### src/rtl/mel_frame_scheduler.sv
// Frame scheduler for the mel filterbank: starts passes, captures energies
// into ping-pong banks, streams finished banks out, aborts hung passes.
module mel_frame_scheduler #(
    parameter int NUM_FILTERS    = 40,
    parameter int TIMEOUT_CYCLES = 16384
) (
    input  logic        clk,
    input  logic        rst_n,
    input  logic        frame_valid_i,
    output logic        frame_ready_o,
    output logic        frame_release_o,
    output logic        mel_start_o,
    input  logic        mel_done_i,
    input  logic        mel_we_i,
    input  logic [5:0]  mel_idx_i,
    input  logic [7:0]  mel_val_i,
    output logic        out_valid_o,
    input  logic        out_ready_i,
    output logic [7:0]  out_data_o,
    output logic [5:0]  out_idx_o,
    output logic        out_last_o,
    output logic        busy_o,
    output logic        timeout_o,
    output logic [15:0] frames_done_o,
    output logic [7:0]  err_count_o
);

    localparam int CW = $clog2(TIMEOUT_CYCLES + 1);
    localparam logic [6:0] NF = 7'(NUM_FILTERS);
    localparam logic [5:0] LAST_IDX = 6'(NUM_FILTERS - 1);
    localparam logic [CW-1:0] WD_LAST = CW'(TIMEOUT_CYCLES - 1);

    typedef enum logic [2:0] {
        IDLE,
        START,
        RUN,
        COMMIT,
        ABORT
    } state_t;

    state_t state, state_nxt;

    logic [7:0]             mem  [2][NUM_FILTERS];
    logic [NUM_FILTERS-1:0] mask [2];
    logic [1:0]             full;
    logic                   fp;
    logic                   dp;
    logic [5:0]             rd_idx;
    logic [CW-1:0]          wd_cnt;
    logic [15:0]            frames_done;
    logic [7:0]             err_count;

    logic accept;
    logic wr_en;
    logic drain_hs;
    logic drain_end;

    // Ready is forced low while reset is held so every output reads 0.
    assign frame_ready_o = rst_n && (state == IDLE) && !full[fp];
    assign accept        = frame_valid_i && frame_ready_o;
    assign wr_en         = (state == RUN) && mel_we_i && ({1'b0, mel_idx_i} < NF);
    assign drain_hs      = out_valid_o && out_ready_i;
    assign drain_end     = drain_hs && (rd_idx == LAST_IDX);

    assign mel_start_o     = (state == START);
    assign frame_release_o = (state == COMMIT) || (state == ABORT);
    assign timeout_o       = (state == ABORT);
    assign busy_o          = (state != IDLE);
    assign frames_done_o   = frames_done;
    assign err_count_o     = err_count;

    assign out_valid_o = full[dp];
    assign out_idx_o   = rd_idx;
    assign out_last_o  = full[dp] && (rd_idx == LAST_IDX);
    assign out_data_o  = (full[dp] && mask[dp][rd_idx]) ? mem[dp][rd_idx] : 8'h00;

    always_ff @(posedge clk or negedge rst_n) begin
        if (!rst_n) begin
            state <= IDLE;
        end else begin
            state <= state_nxt;
        end
    end

    always_comb begin
        state_nxt = state;
        unique case (state)
            IDLE:    if (accept) state_nxt = START;
            START:   state_nxt = RUN;
            RUN: begin
                if (mel_done_i) begin
                    state_nxt = COMMIT;
                end else if (wd_cnt == WD_LAST) begin
                    state_nxt = ABORT;
                end
            end
            COMMIT:  state_nxt = IDLE;
            ABORT:   state_nxt = IDLE;
            default: state_nxt = IDLE;
        endcase
    end

    // Energy storage carries no reset; the written masks gate stale data.
    always_ff @(posedge clk) begin
        if (wr_en) begin
            mem[fp][mel_idx_i] <= mel_val_i;
        end
    end

    always_ff @(posedge clk or negedge rst_n) begin
        if (!rst_n) begin
            mask[0]     <= '0;
            mask[1]     <= '0;
            full        <= 2'b00;
            fp          <= 1'b0;
            dp          <= 1'b0;
            rd_idx      <= '0;
            wd_cnt      <= '0;
            frames_done <= '0;
            err_count   <= '0;
        end else begin
            if (accept) begin
                mask[fp] <= '0;
            end
            if (wr_en) begin
                mask[fp][mel_idx_i] <= 1'b1;
            end
            if (state == START) begin
                wd_cnt <= '0;
            end else if (state == RUN) begin
                wd_cnt <= wd_cnt + 1'b1;
            end
            if (drain_hs) begin
                if (drain_end) begin
                    full[dp] <= 1'b0;
                    rd_idx   <= '0;
                    dp       <= ~dp;
                end else begin
                    rd_idx <= rd_idx + 6'd1;
                end
            end
            // A filling bank is never full, so this cannot collide with the drain clear.
            if (state == COMMIT) begin
                full[fp]    <= 1'b1;
                fp          <= ~fp;
                frames_done <= frames_done + 16'd1;
            end
            if ((state == ABORT) && (err_count != 8'hFF)) begin
                err_count <= err_count + 8'd1;
            end
        end
    end

endmodule

### config.mk
export PLATFORM = sky130hd
export DESIGN_NAME = mel_frame_scheduler
export DESIGN_NICKNAME = d
export VERILOG_FILES = /design/src/rtl/mel_frame_scheduler.sv
export SDC_FILE = /design/constraint.sdc
export NUM_CORES = 1
export LEC_CHECK = 0
export CAP_MARGIN = 40
export CORE_MARGIN = 3
export CORE_UTILIZATION = 45
export CTS_CLUSTER_SIZE = 24
export DETAILED_ROUTE_END_ITERATION = 16
export RECOVER_POWER = 25
export SLEW_MARGIN = 5
export SYNTH_ARGS = -nofsm -noshare
export SYNTH_HDL_FRONTEND = slang
export SYNTH_SLANG_ARGS = --single-unit
### constraint.sdc
create_clock -name clk -period 7.5 [get_ports clk]
set_clock_uncertainty 0.05 [all_clocks]
set_input_delay 1.5 -clock clk [delete_from_list [all_inputs] [get_ports clk]]
set_output_delay 1.5 -clock clk [all_outputs]
set_load 0.005 [all_outputs]
# == Word-level counts from Yosys, hierarchy flattened ==
# Memory sizes are Yosys's and may differ from the RTL's.
# Index checks and enable logic that the tools add are counted.
# classes
n_bitwise,12
div_mod_pow,0
shift,0
eq_ne,9
add_sub_neg,4
n_mul,0
muxes,39
n_lt_le_gt_ge,14
n_reduce_logical,22
# ops
cell,count
two-way mux 320 bit,1
two-way mux 40 bit,5
two-way mux 80 bit,2
bitwise AND 80 bit,1
demux 40 bit (select 1 bit),2
NOT 80 bit,1
OR 80 bit,1
binary-select mux 8 bit (select 6 bit),1
demux 8 bit (select 6 bit),1
two-way mux 8 bit,4
two-way mux 15 bit,2
adder 16 x 1 -> 16 bit (second input constant),1
adder 15 x 1 -> 15 bit (second input constant),1
== test 15 x 14 -> 1 bit (second input constant),1
logical AND 1 bit,15
>= comparator 7 bit (second input constant),2
less-than comparator 6 x 7 -> 1 bit (second input constant),2
NOT 6 -> 7 bit,2
two-way mux 1 bit,9
two-way mux 3 bit,3
one-hot mux 3 bit (3 select lines),1
adder 8 x 1 -> 8 bit (second input constant),1
inequality test 8 bit (second input constant),1
less-than comparator 7 x 1 -> 1 bit (second input constant),1
29 further kinds,39
# word_totals
register_bits,132
mem_bits_ro,0
latch_bits,0
out_inout_bits,45
word_cells,111
mem_count,1
mem_bits_rw,640
# memory_table
name,depth,word_bits,rd,rd_ports_with_merged_regs,write_ports,line,rtl
mem,2,320,1,0,1,43,logic [7:0] mem [2][NUM_FILTERS];

# == Depth between registers and ports, before layout ==
# depth
depth_word,10
depth_mapped,12
ltp_nobuf,7

# == Worst setup path before layout ==
# No wires, ideal clock.
# synth_path
path_type,register to output
from,"reg rd_idx[1], in the netlist out_idx_o[1]"
to,out out_data_o[6]
path_slack_ns,3.850
required_time_ns,5.950
arrival_ns,2.100
path_stages_with_launch,9
n_path_buf,3
cell_sequence,dfrtp_1 buf_2 buf_2 clkbuf_1 mux4_2 a311oi_1 a21oi_1 nor4b_1 a221oi_1
# synth_via
elab_chain_cells,5
elab_cells_between_ends,8
classes_between,mux: 6; bitwise: 1; reduce/logical: 1
# synth_lines
item,line,rtl
from (decl),48,logic [5:0] rd_idx;
from (signal assigned),139,rd_idx <= rd_idx + 6'd1;
NOT 6 -> 7 bit (not written as such),75,assign out_data_o = (full[dp] && mask[dp][rd_idx]) ? mem[dp][rd_idx] : 8'h00;
binary-select mux 8 bit (select 6 bit),75,
two-way mux 8 bit (not written as such) (2 in a row),75,
two-way mux 8 bit *,75,
to (decl),19,"output logic [7:0] out_data_o,"
# Mark *: on every way between the ends. The rest lies on a longest branch, timed or not. The select of a mux whose other input is x is not followed.

# == Worst setup path after layout ==
# layout_path
from,"reg rd_idx[0], in the netlist out_idx_o[0]"
to,out out_data_o[6]
# Same word-level chain as after synthesis.

==> impl_metrics.py <==
metrics = {
    "route": {
        "viasPerCell": 5.970,
        "ant_nets": 0,
        "dr.pass1.iters": 5,
        "drc_errors": 0,
        "wl_per_cell_um": 27.62,
        "drt_iter0_markers": 1623,
        "wirelength_mm": 75.59,
        "vias": 16340,
    },
    "final_layout": {
        "drive_gt1_share_pct": 20.17,
        "layout.cells.non_filler": 2737,
        "layout.area.seq_um2": 22530,
        "fin_util_pct": 52.29,
        "finalNetCount": 1824,
        "multiInputGateArea_um2": 7684,
        "area_growth_pct": 14.49,
        "antenna_cells": 0,
        "fillers": 5369,
    },
    "timing": {
        "setup_tns_ps": 0,
        "maxSlewHeadroom_pct": -161.0,
        "fin_crit_ps": 6161,
        "rsz0062_at_grt": "false",
        "worst_slew_pin_slew_ps": 3915,
        "setup_viol": 0,
        "slew_viol_final": 298,
        "max_freq_ghz": 0.1623,
        "period_share_pct": 82.14,
        "finalHoldViolCount": 0,
    },
    "power": {
        "clockPowerShare_pct": 35.6,
        "seqPwrFrac_pct": 46.1,
        "netSwitchingFraction_pct": 27.63,
        "leakage_nw": 12.99,
        "total_power_w": 0.01091,
        "p_sw_w": 0.003015,
        "power_density_nw_per_um2": 309.0,
        "p_int_w": 0.007894,
        "p_comb_share_pct": 18.3,
        "vdd_drop_max_v": 0.0002400,
    },
    "yosys": {
        "synth.most_common_cell": "edfxtp_1",
        "synthArstFlopShare_pct": 17.10,
        "avgSynthCellArea_um2": 18.78,
        "synthCells": 1642,
        "synthTopCellsByCount": "edfxtp_1, mux4_2, dfrtp_1",
        "synthTopCellsByArea": "edfxtp_1, dfrtp_1, mux4_2",
        "synth_ff_type": "edfxtp_1",
        "yosys.area.top_type_share_pct": 62.33,
        "synth-seq-cells": 772,
        "synth_edf_count": 640,
        "synth_warnings": 0,
        "yosys.cell_types.count": 67,
        "synth_area_um2": 30830,
        "yosysTopAreaCell": "edfxtp_1",
        "ys_seq_area_share_pct": 73.04,
        "syn-num-nets": 1666,
    },
    "global_route": {
        "grt_pass1_wl_mm": 112.7,
        "grt_pass1_vias": 16730,
        "grt_max_degree": 83,
        "grt_overflow": 0,
        "grt_usage_pct": 21.51,
        "antenna_found_initial": 0,
    },
    "clock_network": {
        "numCtsBuffers": 79,
        "cts_setup_buffers": 0,
        "cts_tree": "yes",
        "cts_resized": 0,
        "clkLatencyLatePin_ps": 620,
        "cts_buffer_depth": 3,
        "clkTransAtPathRegs_ps": 60,
        "h-tree-depth": 3,
        "cts-root-buf": "clkbuf_16",
        "postCtsHoldBufs": 0,
        "clock_sinks": 772,
    },
    "critical_path": {
        "worstPathRequired_ps": 5950,
        "cp-start-kind": "flip-flop",
        "crit_fanout": 51,
        "crit_path_end_kind": "output port",
        "critPathKind": "reg2out",
        "cp.arrival_ps": 4610,
    },
    "floorplanning": {
        "core-area_um2": 67510,
        "design.die.area_um2": 71700,
        "io_pins": 65,
        "fp-row-count": 95,
        "initial_utilization_pct": 45.67,
        "die_h_um": 267.8,
        "die_w_um": 267.8,
    },
    "outcome": {
        "violations": "max-capacitance violations, max-slew violations",
        "run_status": "finished with violations",
    },
    "hold_path": {
        "hp-class": "reg2reg",
    },
    "placed_design": {
        "dp_hpwl_mm": 48.98,
        "port_buffers": 64,
        "gp_congestion": 0.9028,
        "dp.cells": 2592,
    },
    "run": {
        "max_cap_violations": 5,
    },
}
[cells in the final DEF, fill, tap and decap left out, types with 7 or more instances in the layout]
cell type / n
buf_2: 8
nor2b_1: 9
nand2_1: 59
and3_1: 7
xor2_1: 21
mux2i_1: 66
a21o_1: 83
buf_6: 7
mux4_1: 16
clkinv_1: 14
a22oi_1: 34
o22ai_1: 7
clkdlybuf4s50_1: 54
dfrtp_1: 128
o221ai_1: 14
nor3_1: 7
nor2_1: 130
clkbuf_1: 31
mux4_2: 145
a211oi_1: 7
clkinv_2: 8
clkbuf_16: 82
nand3_1: 37
buf_4: 78
nand4_1: 14
edfxtp_1: 640
o21ai_0: 12
a21oi_1: 15
xnor2_1: 19
[layout make-up]
class	instances	share of cell area [%]
sequential	772	63.83
multi-input combinational	779	21.77
clock buffer	111	6.263
timing repair buffer	162	4.012
tap	873	3.094
clock inverter	34	0.9711
inverter	6	0.06734
[worst max-delay path, cell delays in order (launching register included)]
cell and delay [ps]:
dfrtp_4 970, buf_4 530, mux4_2 380, and3_1 180, a31oi_1 260, o211ai_1 190
o31ai_2 610, a221oi_1 300, clkdlybuf4s50_1 510
[path summary, 6_finish.rpt]
kind | slack (ps) | from | cells after the start | endpoint
worst max-delay path | 1340 | out_idx_o[0] | 8 | out_data_o[6]
max in group asynchronous | 5220 | rst_n | 2 | dp
min in group asynchronous | 860 | rst_n | 1 | frames_done_o[7]
worst min-delay path | 420 | mask[36] | 1 | mask[36]
worst max register to register | 3910 | dp | 8 | out_idx_o[5]
worst min register to register | 420 | mask[36] | 1 | mask[36]
[power groups by stage]
stage,combinational [W],clock (W),sequential [W]
3_5_place_dp,0.00198,0,0.00511
4_1_cts,0.00199,0.00397,0.00502
6_report,0.00199,0.00388,0.00503
3_3_place_gp,0.00191,0,0.00512
5_1_grt,0.00210,0.00414,0.00505
2_1_floorplan,0.00132,0,0.00494
[state kept, by name (all words and copies together) (netlist names)]
name,flops
mem,640
mask,80
frames_done_o,16
wd_cnt,15
err_count_o,8
out_idx_o,6
state,3
full,2
dp,1
fp,1
[metal layers]
| layer | vias to the layer above | GRT usage (%) | part of all wire [%] |
|---|---|---|---|
| met5 | - | 0 | 0 |
| met4 | 0 | 6.426 | 2.5 |
| met3 | 109 | 4.248 | 7.2 |
| met2 | 624 | 34.48 | 48 |
| met1 | 8667 | 30.25 | 42 |
| li1 | 6941 | - | - |
[stage by stage]
stage / cell area (um^2) / setup WS [ps] / hold slack [ps]
after global placement: 32140 / 2031 / 400.6
after detailed placement: 32830 / 2014 / 407.3
after CTS: 35380 / 1341 / 420.7
after floorplan: 30830 / 3850 / 391.3
after global routing: 35300 / 1166 / 436.8
final: 35300 / 1339 / 418.3
[cells by family (layout without fill, tap and decap cells)]
group	count (synthesis)	count (layout)	synth area share, %
multiplexers	231	231	14.24
buffers and inverters	91	313	2.061
AND/OR/NAND/NOR	304	304	4.577
AO/OA/AOI/OAI	200	200	4.780
flip-flops	772	772	73.04
adder cells (fa/ha/maj)	4	4	0.1623
XOR/XNOR	40	40	1.136
Note: power is estimated with default switching activity, not from simulation.
